$ cat src/rtl/fetch_stage.sv
// -----------------------------------------------------------------------------
// fetch_stage
//
// IF stage of the 5-stage pipeline (IF ID EXE MEM WB). It owns the program
// counter and presents it to a combinational instruction memory. The decoded
// fields come back in the same cycle and are captured in the IF/ID pipeline
// register, together with a valid bit, the fetch PC and a count of the
// instructions retired into IF/ID.
//
// Ports
//   sysclk        in   rising-edge clock for all state
//   reset_n       in   synchronous active-low reset
//   stall         in   ID cannot accept: hold PC and IF/ID
//   redirect      in   taken branch/jump: load redirect_pc, flush IF/ID
//   redirect_pc   in   redirect target (sampled only while redirect=1)
//   imem_addr     out  byte address to instruction memory (= pc)
//   imem_opcode   in   opcode field for imem_addr
//   imem_rt       in   rt field for imem_addr
//   imem_rs       in   rs field for imem_addr
//   imem_aux      in   aux field for imem_addr
//   id_valid      out  IF/ID holds a live instruction
//   id_opcode     out  registered opcode
//   id_rt         out  registered rt
//   id_rs         out  registered rs
//   id_aux        out  registered aux
//   id_pc         out  address the IF/ID instruction came from
//   halted        out  HALT word fetched; fetch frozen until redirect/reset
//   fetch_count   out  saturating count of valid loads into IF/ID
// -----------------------------------------------------------------------------
module fetch_stage #(
  parameter int unsigned ADDR_W    = 8,
  parameter logic [7:0]  HALT_WORD = 8'hFF,
  parameter int unsigned CNT_W     = 16
) (
  input  logic              sysclk,
  input  logic              reset_n,
  input  logic              stall,
  input  logic              redirect,
  input  logic [ADDR_W-1:0] redirect_pc,
  output logic [ADDR_W-1:0] imem_addr,
  input  logic [2:0]        imem_opcode,
  input  logic              imem_rt,
  input  logic              imem_rs,
  input  logic [2:0]        imem_aux,
  output logic              id_valid,
  output logic [2:0]        id_opcode,
  output logic              id_rt,
  output logic              id_rs,
  output logic [2:0]        id_aux,
  output logic [ADDR_W-1:0] id_pc,
  output logic              halted,
  output logic [CNT_W-1:0]  fetch_count
);

  logic [ADDR_W-1:0] pc;
  logic [7:0]        inst;
  logic              is_halt;

  // Instruction byte as laid out in memory: {aux, rs, rt, opcode}.
  assign inst      = {imem_aux, imem_rs, imem_rt, imem_opcode};
  assign is_halt   = (inst == HALT_WORD);
  assign imem_addr = pc;

  // Priority per edge: reset > redirect > stall > halted > normal fetch.
  // NOTE: every register here is real pipeline state, so all of them are
  // reset; a synchronous reset lets it override redirect/stall cleanly.
  always_ff @(posedge sysclk) begin
    if (!reset_n) begin
      pc          <= '0;
      id_valid    <= 1'b0;
      id_opcode   <= '0;
      id_rt       <= 1'b0;
      id_rs       <= 1'b0;
      id_aux      <= '0;
      id_pc       <= '0;
      halted      <= 1'b0;
      fetch_count <= '0;
    end else if (redirect) begin
      // Flush wins even during a stall; the id_* payload is left as-is
      // because the cleared valid bit already marks it dead.
      pc       <= redirect_pc;
      id_valid <= 1'b0;
      halted   <= 1'b0;
    end else if (stall) begin
      // Hold everything.
    end else if (halted) begin
      id_valid <= 1'b0;
    end else begin
      // NOTE: non-blocking assignments so every register samples the
      // pre-edge pc (id_pc gets the old pc while pc advances).
      id_opcode <= imem_opcode;
      id_rt     <= imem_rt;
      id_rs     <= imem_rs;
      id_aux    <= imem_aux;
      id_pc     <= pc;
      id_valid  <= 1'b1;
      if (fetch_count != '1) begin
        fetch_count <= fetch_count + 1'b1;
      end
      // The HALT word itself is delivered to ID; only the PC freezes.
      if (is_halt) begin
        halted <= 1'b1;
      end else begin
        pc <= pc + 1'b1;
      end
    end
  end

endmodule
$ cat config.mk
export PLATFORM = sky130hd
export DESIGN_NAME = fetch_stage
export DESIGN_NICKNAME = d
export VERILOG_FILES = /design/src/rtl/fetch_stage.sv
export SDC_FILE = /design/constraint.sdc
export NUM_CORES = 1
export LEC_CHECK = 0
export ABC_AREA = 1
export CORE_MARGIN = 3
export CORE_UTILIZATION = 30
export CTS_CLUSTER_SIZE = 20
export DETAILED_ROUTE_END_ITERATION = 10
export PLACE_DENSITY = 0.61
export SLEW_MARGIN = 20
export SYNTH_ARGS = -nofsm -noshare
export SYNTH_HDL_FRONTEND = slang
export SYNTH_SLANG_ARGS = --single-unit
export TNS_END_PERCENT = 1
$ cat constraint.sdc
create_clock -name sysclk -period 1.78 [get_ports sysclk]
set_input_delay 0.445 -clock sysclk [delete_from_list [all_inputs] [get_ports sysclk]]
set_output_delay 0.445 -clock sysclk [all_outputs]
set_load 0.02 [all_outputs]
==> reports/qor.json, run 1 <==
{
  "synth_top_flop_cell": {"value": "dfxtp_1"},
  "worst_slew_pin_slew": {"value": 0.277, "unit": "ns"},
  "drt_wl_total": {"value": 5850, "unit": "um"},
  "worst_clock_skew": {"value": 0.00522, "unit": "ns"},
  "ios": {"value": 62},
  "antennaDiodeCount": {"value": 0},
  "core": {"value": 6870, "unit": "um2"},
  "worstPathArrival": {"value": 1.29, "unit": "ns"},
  "cts_clk_pin_slew_worst_paths": {"value": 0.08, "unit": "ns"},
  "ff2ff_setup_slack": {"value": 0.23, "unit": "ns"},
  "final_core_util": {"value": 0.455},
  "clock_sink_count": {"value": 42},
  "antenna_left": {"value": 0},
  "final-setup-viol-count": {"value": 0},
  "p_total": {"value": 2.10, "unit": "mW"},
  "async_reset_ff_frac": {"value": 0},
  "synth_enable_flop_cells": {"value": 0},
  "dieArea": {"value": 8250, "unit": "um2"},
  "synth_top_cells_by_count": {"value": "78 x nand2_1, 66 x nor2_1, 42 x dfxtp_1"},
  "die_height": {"value": 90.8, "unit": "um"},
  "timing.max_cap.violations": {"value": 0},
  "vias_per_cell": {"value": 4.54},
  "synth_largest_type_area_fraction": {"value": 0.389},
  "finalNetCount": {"value": 428},
  "final_layout_size_suffix_gt1_frac": {"value": 0.125},
  "placedInstanceArea": {"value": 3010, "unit": "um2"},
  "cts_root_buffer": {"value": "clkbuf_8"},
  "hold_start": {"value": "id_pc[1]"},
  "std_cell_rows": {"value": 30},
  "cp_slowest_cell": {"value": "clkdlybuf4s50_1"},
  "total_leakage_power": {"value": 1.37, "unit": "nW"},
  "synth-seq-cells": {"value": 42},
  "place.port_buffers": {"value": 61},
  "tritoncts": {"value": "done"},
  "hold_buffers": {"value": 0},
  "ys.warnings.count": {"value": 0},
  "worstHoldPathCells": {"value": 2},
  "synthMostInstantiatedCell": {"value": "nand2_1"},
  "endpoint_kind": {"value": "output port"},
  "outcome": {"value": "finished clean"},
  "powerDensity": {"value": 670, "unit": "nW/um2"},
  "cell_breakdown_of_the_critical_path": {"value": "clkdlybuf4s50_1"},
  "final-hold-violation-count": {"value": 0},
  "place.gp.congestion": {"value": 0.840},
  "worst_ep_required_time": {"value": 1.33, "unit": "ns"},
  "netlist_area": {"value": 2160, "unit": "um2"},
  "start_util": {"value": 0.314},
  "number_of_h_tree_branching_levels": {"value": 2},
  "fmax": {"value": 576, "unit": "MHz"},
  "layout_min_cycle_time": {"value": 1.74, "unit": "ns"},
  "first_pass_grt_wire_length": {"value": 10400, "unit": "um"},
  "hpwlAfterDp": {"value": 4550, "unit": "um"},
  "slew_violations": {"value": 0},
  "fin_crit_sh": {"value": 0.976},
  "grt_pass1_vias": {"value": 2317},
  "rr_startpoint": {"value": "fetch_count[1]"},
  "hold_end": {"value": "id_pc[1]"},
  "synth_largest_area_cell": {"value": "dfxtp_1"},
  "vdd_drop_max": {"value": 0.295, "unit": "mV"},
  "via_count": {"value": 2284},
  "critical-path-max-stage-delay": {"value": 0.63, "unit": "ns"},
  "worst_r2r_endpoint": {"value": "fetch_count[14]"},
  "cts_inserted_buffers": {"value": 5},
  "hp-class": {"value": "reg2reg"},
  "drt-wirelength-per-cell": {"value": 11.6, "unit": "um"},
  "hold_worst_slack": {"value": 0.491, "unit": "ns"},
  "grt_use_total": {"value": 0.151},
  "synth_cell_types": {"value": 26},
  "worstSetupStartpointType": {"value": "flop"},
  "initial_antenna_violation_count": {"value": 0},
  "grt_overflow_total": {"value": 0},
  "cp_max_fo": {"value": 2},
  "grt_start_max_net_pins": {"value": 16},
  "worstRegToRegCells": {"value": 9},
  "drtIter0Drc": {"value": 72},
  "layout-area-overhead-vs-synth": {"value": 44.8, "unit": "%"},
  "critPathKind": {"value": "reg2out"},
  "non_filler_cell_area_final": {"value": 3130, "unit": "um2"},
  "grt_setup_unrepaired": {"value": "false"},
  "crit_buf_inv": {"value": 1},
  "cpLargestDelayFamily": {"value": "buffers and inverters"},
  "dieWidth": {"value": 90.8, "unit": "um"},
  "worstSkewPairLatency": {"value": 0.29, "unit": "ns"},
  "syn-mean-instance-area": {"value": 6.69, "unit": "um2"},
  "post_route_drc": {"value": 0},
  "cts-root-to-sink-buffers": {"value": 2},
  "synthCells": {"value": 323},
  "main_area_contributors_after_synthesis": {"value": "dfxtp_1 39%, nand2_1 14%, nor2_1 11%"},
  "synth_sequential_area_ratio": {"value": 0.389},
  "syn-num-nets": {"value": 345},
  "rel_slew_slack": {"value": 0.815},
  "firstDrtPassIters": {"value": 4}
}
[logic make-up after synthesis]
kind of cell	after synthesis	share of synthesized area
xor gates and xnor gates	7	0.0284
adders and majority gates	2	0.0116
and+or+nand+nor	183	0.364
AOI/OAI and AO/OA	50	0.126
buffers and inverters	39	0.0805
DFF	42	0.389
[cell type report]
cell class / count / area, um2
Tap cell: 96 / 120
Clock buffer: 8 / 110
Inverter: 29 / 109
Fill cell: 719 / 3740
Timing Repair Buffer: 86 / 793
Sequential cell: 42 / 841
Multi-Input combinational cell: 242 / 1150
[metrics by stage]
step / setup TNS (ns) / std cells / setup WS, ns
final: 0 / 503 / 0.0428
after global routing: 0 / 503 / 0.0134
after CTS: 0 / 503 / 0.0163
after detailed placement: -0.990 / 495 / -0.109
after global placement: -0.277 / 495 / -0.0512
after floorplan: 0 / 323 / 0.143
[how the worst max path moves through the flow]
stage | from | to | depth (start not counted)
6_report | imem_addr[6] | imem_addr[6] | 1
4_1_cts | fetch_count[12] | fetch_count[12] | 1
2_1_floorplan | fetch_count[1] | fetch_count[14] | 10
5_1_grt | imem_addr[6] | imem_addr[6] | 1
3_3_place_gp | imem_aux[2] | imem_addr[5] | 9
3_5_place_dp | imem_opcode[1] | imem_addr[3] | 9
[sequential cells by signal, summed over array words and instances (netlist names)]
signal,count
fetch_count,16
halted,1
id_aux,3
id_opcode,3
id_pc,8
id_rs,1
id_rt,1
id_valid,1
imem_addr,8
[placed cells by master (no fill, tap or decap), types with 2 or more instances in the layout]
master           synthesis  routed
a21oi_1                 17      17
a21oi_2                  4       4
buf_4                    0      25
clkbuf_8                 1       8
clkdlybuf4s50_1          0      42
dfxtp_1                 42      42
dlygate4sd2_1            0      14
dlymetal6s2s_1           0       5
ha_1                     2       2
inv_1                   27      27
inv_2                    2       2
nand2_1                 78      78
nand2_2                  4       4
nand3_1                 21      21
nand3b_1                 2       2
nand4_1                  5       5
nor2_1                  66      66
nor2_2                   2       2
o21ai_0                 27      27
xnor2_1                  2       2
xor2_1                   5       5
[per-layer routing]
metal  up-vias  GRT usage  share of wire
li1       1194          -              -
met1      1022      0.184           0.45
met2        59      0.261           0.48
met3         9     0.0417          0.061
met4         0     0.0415          0.012
met5         -          0              0
[power by group]
part	internal, mW	switching, mW	total, mW
Combinational	0.180	0.191	0.372
Sequential	0.979	0.0245	1.00
Clock	0.392	0.329	0.721
Total	1.55	0.545	2.10
[what timing repair did]
action	in CTS	in global routing
endpoints found under the hold margin	0	0
setup buffers	0	0
resized for setup	14	6
endpoints found under the setup margin	14	7
Note: power is estimated with default switching activity, not from simulation.
==> inputs of run 2 (changes only) <==
--- a/config.mk
+++ b/config.mk
@@ -11,7 +11,6 @@
 export CTS_CLUSTER_SIZE = 20
 export DETAILED_ROUTE_END_ITERATION = 10
 export PLACE_DENSITY = 0.61
-export SLEW_MARGIN = 20
 export SYNTH_ARGS = -nofsm -noshare
 export SYNTH_HDL_FRONTEND = slang
 export SYNTH_SLANG_ARGS = --single-unit
==> results of run 2 <==
Same layout as run 1: the final DEF is identical, and so are final timing and power.
==> inputs of run 3 (changes only) <==
--- a/config.mk
+++ b/config.mk
@@ -7,10 +7,10 @@
 export LEC_CHECK = 0
 export ABC_AREA = 1
 export CORE_MARGIN = 3
-export CORE_UTILIZATION = 30
+export CORE_UTILIZATION = 42
 export CTS_CLUSTER_SIZE = 20
 export DETAILED_ROUTE_END_ITERATION = 10
-export PLACE_DENSITY = 0.61
+export PLACE_DENSITY = 0.78
 export SYNTH_ARGS = -nofsm -noshare
 export SYNTH_HDL_FRONTEND = slang
 export SYNTH_SLANG_ARGS = --single-unit
==> reports/qor.json, run 3 (synthesized netlist as in run 1, its figures left out) <==
{
  "vias_per_cell": {"value": 4.76, "change": "+4.8%"},
  "std_cell_rows": {"value": 25, "change": "-17%"},
  "worstSetupStartpointType": {"value": "flop"},
  "postCtsSetupBuffers": {"value": 0, "change": "unchanged"},
  "first_pass_grt_wire_length": {"value": 9470, "unit": "um", "change": "-8.7%"},
  "net-switching-power": {"value": 0.520, "unit": "mW", "change": "-4.6%"},
  "cts_clk_pin_slew_worst_paths": {"value": 0.08, "unit": "ns", "change": "about the same"},
  "fmax": {"value": 575, "unit": "MHz", "change": "about the same"},
  "ios": {"value": 62, "change": "unchanged"},
  "timing.max_cap.violations": {"value": 0, "change": "unchanged"},
  "cts_inserted_buffers": {"value": 5, "change": "unchanged"},
  "final-hold-violation-count": {"value": 0, "change": "unchanged"},
  "final-setup-viol-count": {"value": 0, "change": "unchanged"},
  "final-instance-count-excl-fill": {"value": 468, "change": "-7.0%"},
  "worst_ep_required_time": {"value": 1.33, "unit": "ns", "change": "about the same"},
  "cp_slowest_cell": {"value": "clkdlybuf4s50_1"},
  "worst_r2r_endpoint": {"value": "fetch_count[14]"},
  "core": {"value": 4850, "unit": "um2", "change": "-29%"},
  "critical-path-max-stage-delay": {"value": 0.63, "unit": "ns", "change": "about the same"},
  "p_sw_frac": {"value": 0.249, "change": "-0.0107"},
  "antennaDiodeCount": {"value": 0, "change": "unchanged"},
  "hpwlAfterDp": {"value": 4180, "unit": "um", "change": "-8.2%"},
  "hold_worst_slack": {"value": 0.492, "unit": "ns", "change": "+0.00102 ns"},
  "post_route_drc": {"value": 0, "change": "unchanged"},
  "clock_sink_count": {"value": 42, "change": "unchanged"},
  "sequentialPowerShare": {"value": 0.484, "change": "+0.005"},
  "layout-area-overhead-vs-synth": {"value": 40.9, "unit": "%"},
  "firstDrtPassIters": {"value": 4, "change": "unchanged"},
  "worstRegToRegCells": {"value": 9, "change": "unchanged"},
  "slew_violations": {"value": 0, "change": "unchanged"},
  "final_layout_size_suffix_gt1_frac": {"value": 0.115, "change": "-0.0106"},
  "cpLargestDelayFamily": {"value": "buffers and inverters"},
  "outcome": {"value": "finished clean"},
  "dieWidth": {"value": 77.7, "unit": "um", "change": "-14%"},
  "worstHoldPathCells": {"value": 2, "change": "unchanged"},
  "p_comb_frac": {"value": 0.166, "change": "-0.011"},
  "critPathKind": {"value": "reg2out"},
  "start_util": {"value": 0.445, "change": "+0.131"},
  "grt_start_max_net_pins": {"value": 16, "change": "unchanged"},
  "final.setup.tns": {"value": 0, "unit": "ns", "change": "unchanged"},
  "placedCellCount": {"value": 460, "change": "-7.1%"},
  "total_leakage_power": {"value": 1.34, "unit": "nW", "change": "-2.0%"},
  "grt_pass1_vias": {"value": 2155, "change": "-7.0%"},
  "rr_startpoint": {"value": "fetch_count[1]"},
  "drt-wirelength-per-cell": {"value": 11.8, "unit": "um", "change": "+1.1%"},
  "grt_overflow_total": {"value": 0, "change": "unchanged"},
  "tritoncts": {"value": "done"},
  "final_common_cell": {"value": "nand2_1"},
  "dieArea": {"value": 6040, "unit": "um2", "change": "-27%"},
  "number_of_h_tree_branching_levels": {"value": 2, "change": "unchanged"},
  "grt_use_total": {"value": 0.191, "change": "+0.0400"},
  "worstPathArrival": {"value": 1.29, "unit": "ns", "change": "about the same"},
  "layout_min_cycle_time": {"value": 1.74, "unit": "ns", "change": "+0.000836 ns"},
  "place.port_buffers": {"value": 61, "change": "unchanged"},
  "drtIter0Drc": {"value": 157, "change": "+120%"},
  "commonest_cells_after_routing_fill_and_taps_aside": {"value": "77 x nand2_1, 66 x nor2_1, 42 x clkdlybuf4s50_1"},
  "top_register": {"value": "fetch_count"},
  "cts_root_buffer": {"value": "clkbuf_8"},
  "hp-class": {"value": "reg2reg"},
  "hold_start": {"value": "id_aux[0]"},
  "worst_slew_pin_slew": {"value": 0.278, "unit": "ns", "change": "+0.000976 ns"},
  "setup.worst_path.start": {"value": "imem_addr[7]"},
  "antenna_left": {"value": 0, "change": "unchanged"},
  "powerDensity": {"value": 686, "unit": "nW/um2", "change": "+2.3%"},
  "place.gp.congestion": {"value": 0.911, "change": "+8.4%"},
  "endpoint_kind": {"value": "output port"},
  "crit_buf_inv": {"value": 1, "change": "unchanged"},
  "cell_breakdown_of_the_critical_path": {"value": "clkdlybuf4s50_1"},
  "vdd_drop_max": {"value": 0.416, "unit": "mV", "change": "+41%"},
  "cp_max_fo": {"value": 3, "change": "+1"},
  "hold_end": {"value": "id_aux[0]"},
  "fin_crit_sh": {"value": 0.976, "change": "about the same"},
  "clkPwrFrac": {"value": 0.349, "change": "+0.005"},
  "finalNetCount": {"value": 422, "change": "-1.4%"},
  "worst_clock_skew": {"value": 0.00400, "unit": "ns", "change": "-0.00122 ns"},
  "initial_antenna_violation_count": {"value": 0, "change": "unchanged"},
  "cts-root-to-sink-buffers": {"value": 2, "change": "unchanged"},
  "die_height": {"value": 77.7, "unit": "um", "change": "-14%"},
  "ff2ff_setup_slack": {"value": 0.21, "unit": "ns", "change": "-0.02 ns"},
  "rel_slew_slack": {"value": 0.814, "change": "about the same"},
  "worstSkewPairLatency": {"value": 0.29, "unit": "ns", "change": "about the same"},
  "via_count": {"value": 2227, "change": "-2.5%"},
  "grt_setup_unrepaired": {"value": "false"},
  "p_int": {"value": 1.57, "unit": "mW", "change": "+0.96%"},
  "drt_wl_total": {"value": 5500, "unit": "um", "change": "-5.9%"},
  "largest_register_ffs": {"value": 16, "change": "unchanged"}
}
run 3: worst max-delay path by stage:
stage	end	cells after the start
final	imem_addr[7]	1
after floorplan	fetch_count[14]	10
after global placement	imem_addr[3]	9
after global routing	fetch_count[15]	1
after detailed placement	imem_addr[2]	9
after CTS	imem_addr[3]	1
run 3: layout make-up:
cell class,count,area (um2)
Timing Repair Buffer,80,752
Sequential cell,42,842
Clock inverter,1,30.0
Clock buffer,7,76.3
Fill cell,453,1810
Inverter,29,109
Multi-Input combinational cell,242,1150
Tap cell,67,83.8
run 3: stage by stage:
step | util | total power, mW | worst slack [ns] | area [um2]
finish | 0.628 | 2.09 | 0.0419 | 3040
floorplan | - | 1.20 | 0.143 | 2160
detailed placement | 0.605 | 1.38 | -0.115 | 2930
CTS | 0.623 | 2.11 | 0.00146 | 3020
global placement | 0.605 | 1.38 | -0.0823 | 2930
global route | 0.628 | 2.19 | 0.00794 | 3040
run 3: power groups by stage:
stage               registers (mW)  logic, mW  clock network, mW
floorplan                     1.08      0.123                  0
CTS                           1.01      0.348              0.750
finish                        1.01      0.347              0.729
global placement              1.03      0.347                  0
detailed placement            1.03      0.351                  0
global route                  1.02      0.380              0.793
run 3: layer usage:
layer	wire length, um	global-route usage	vias up	part of all wire
met1	2510	0.234	982	0.46
met3	287	0.0406	6	0.052
met4	73	0.0694	0	0.013
met2	2630	0.328	60	0.48
li1	-	-	1179	-
met5	0	0	-	0
run 3: repair_timing:
action	4_1_cts	5_1_grt
hold buffers	0	0
pin swaps	0	0
setup endpoints to repair	13	16
resized for setup	13	10
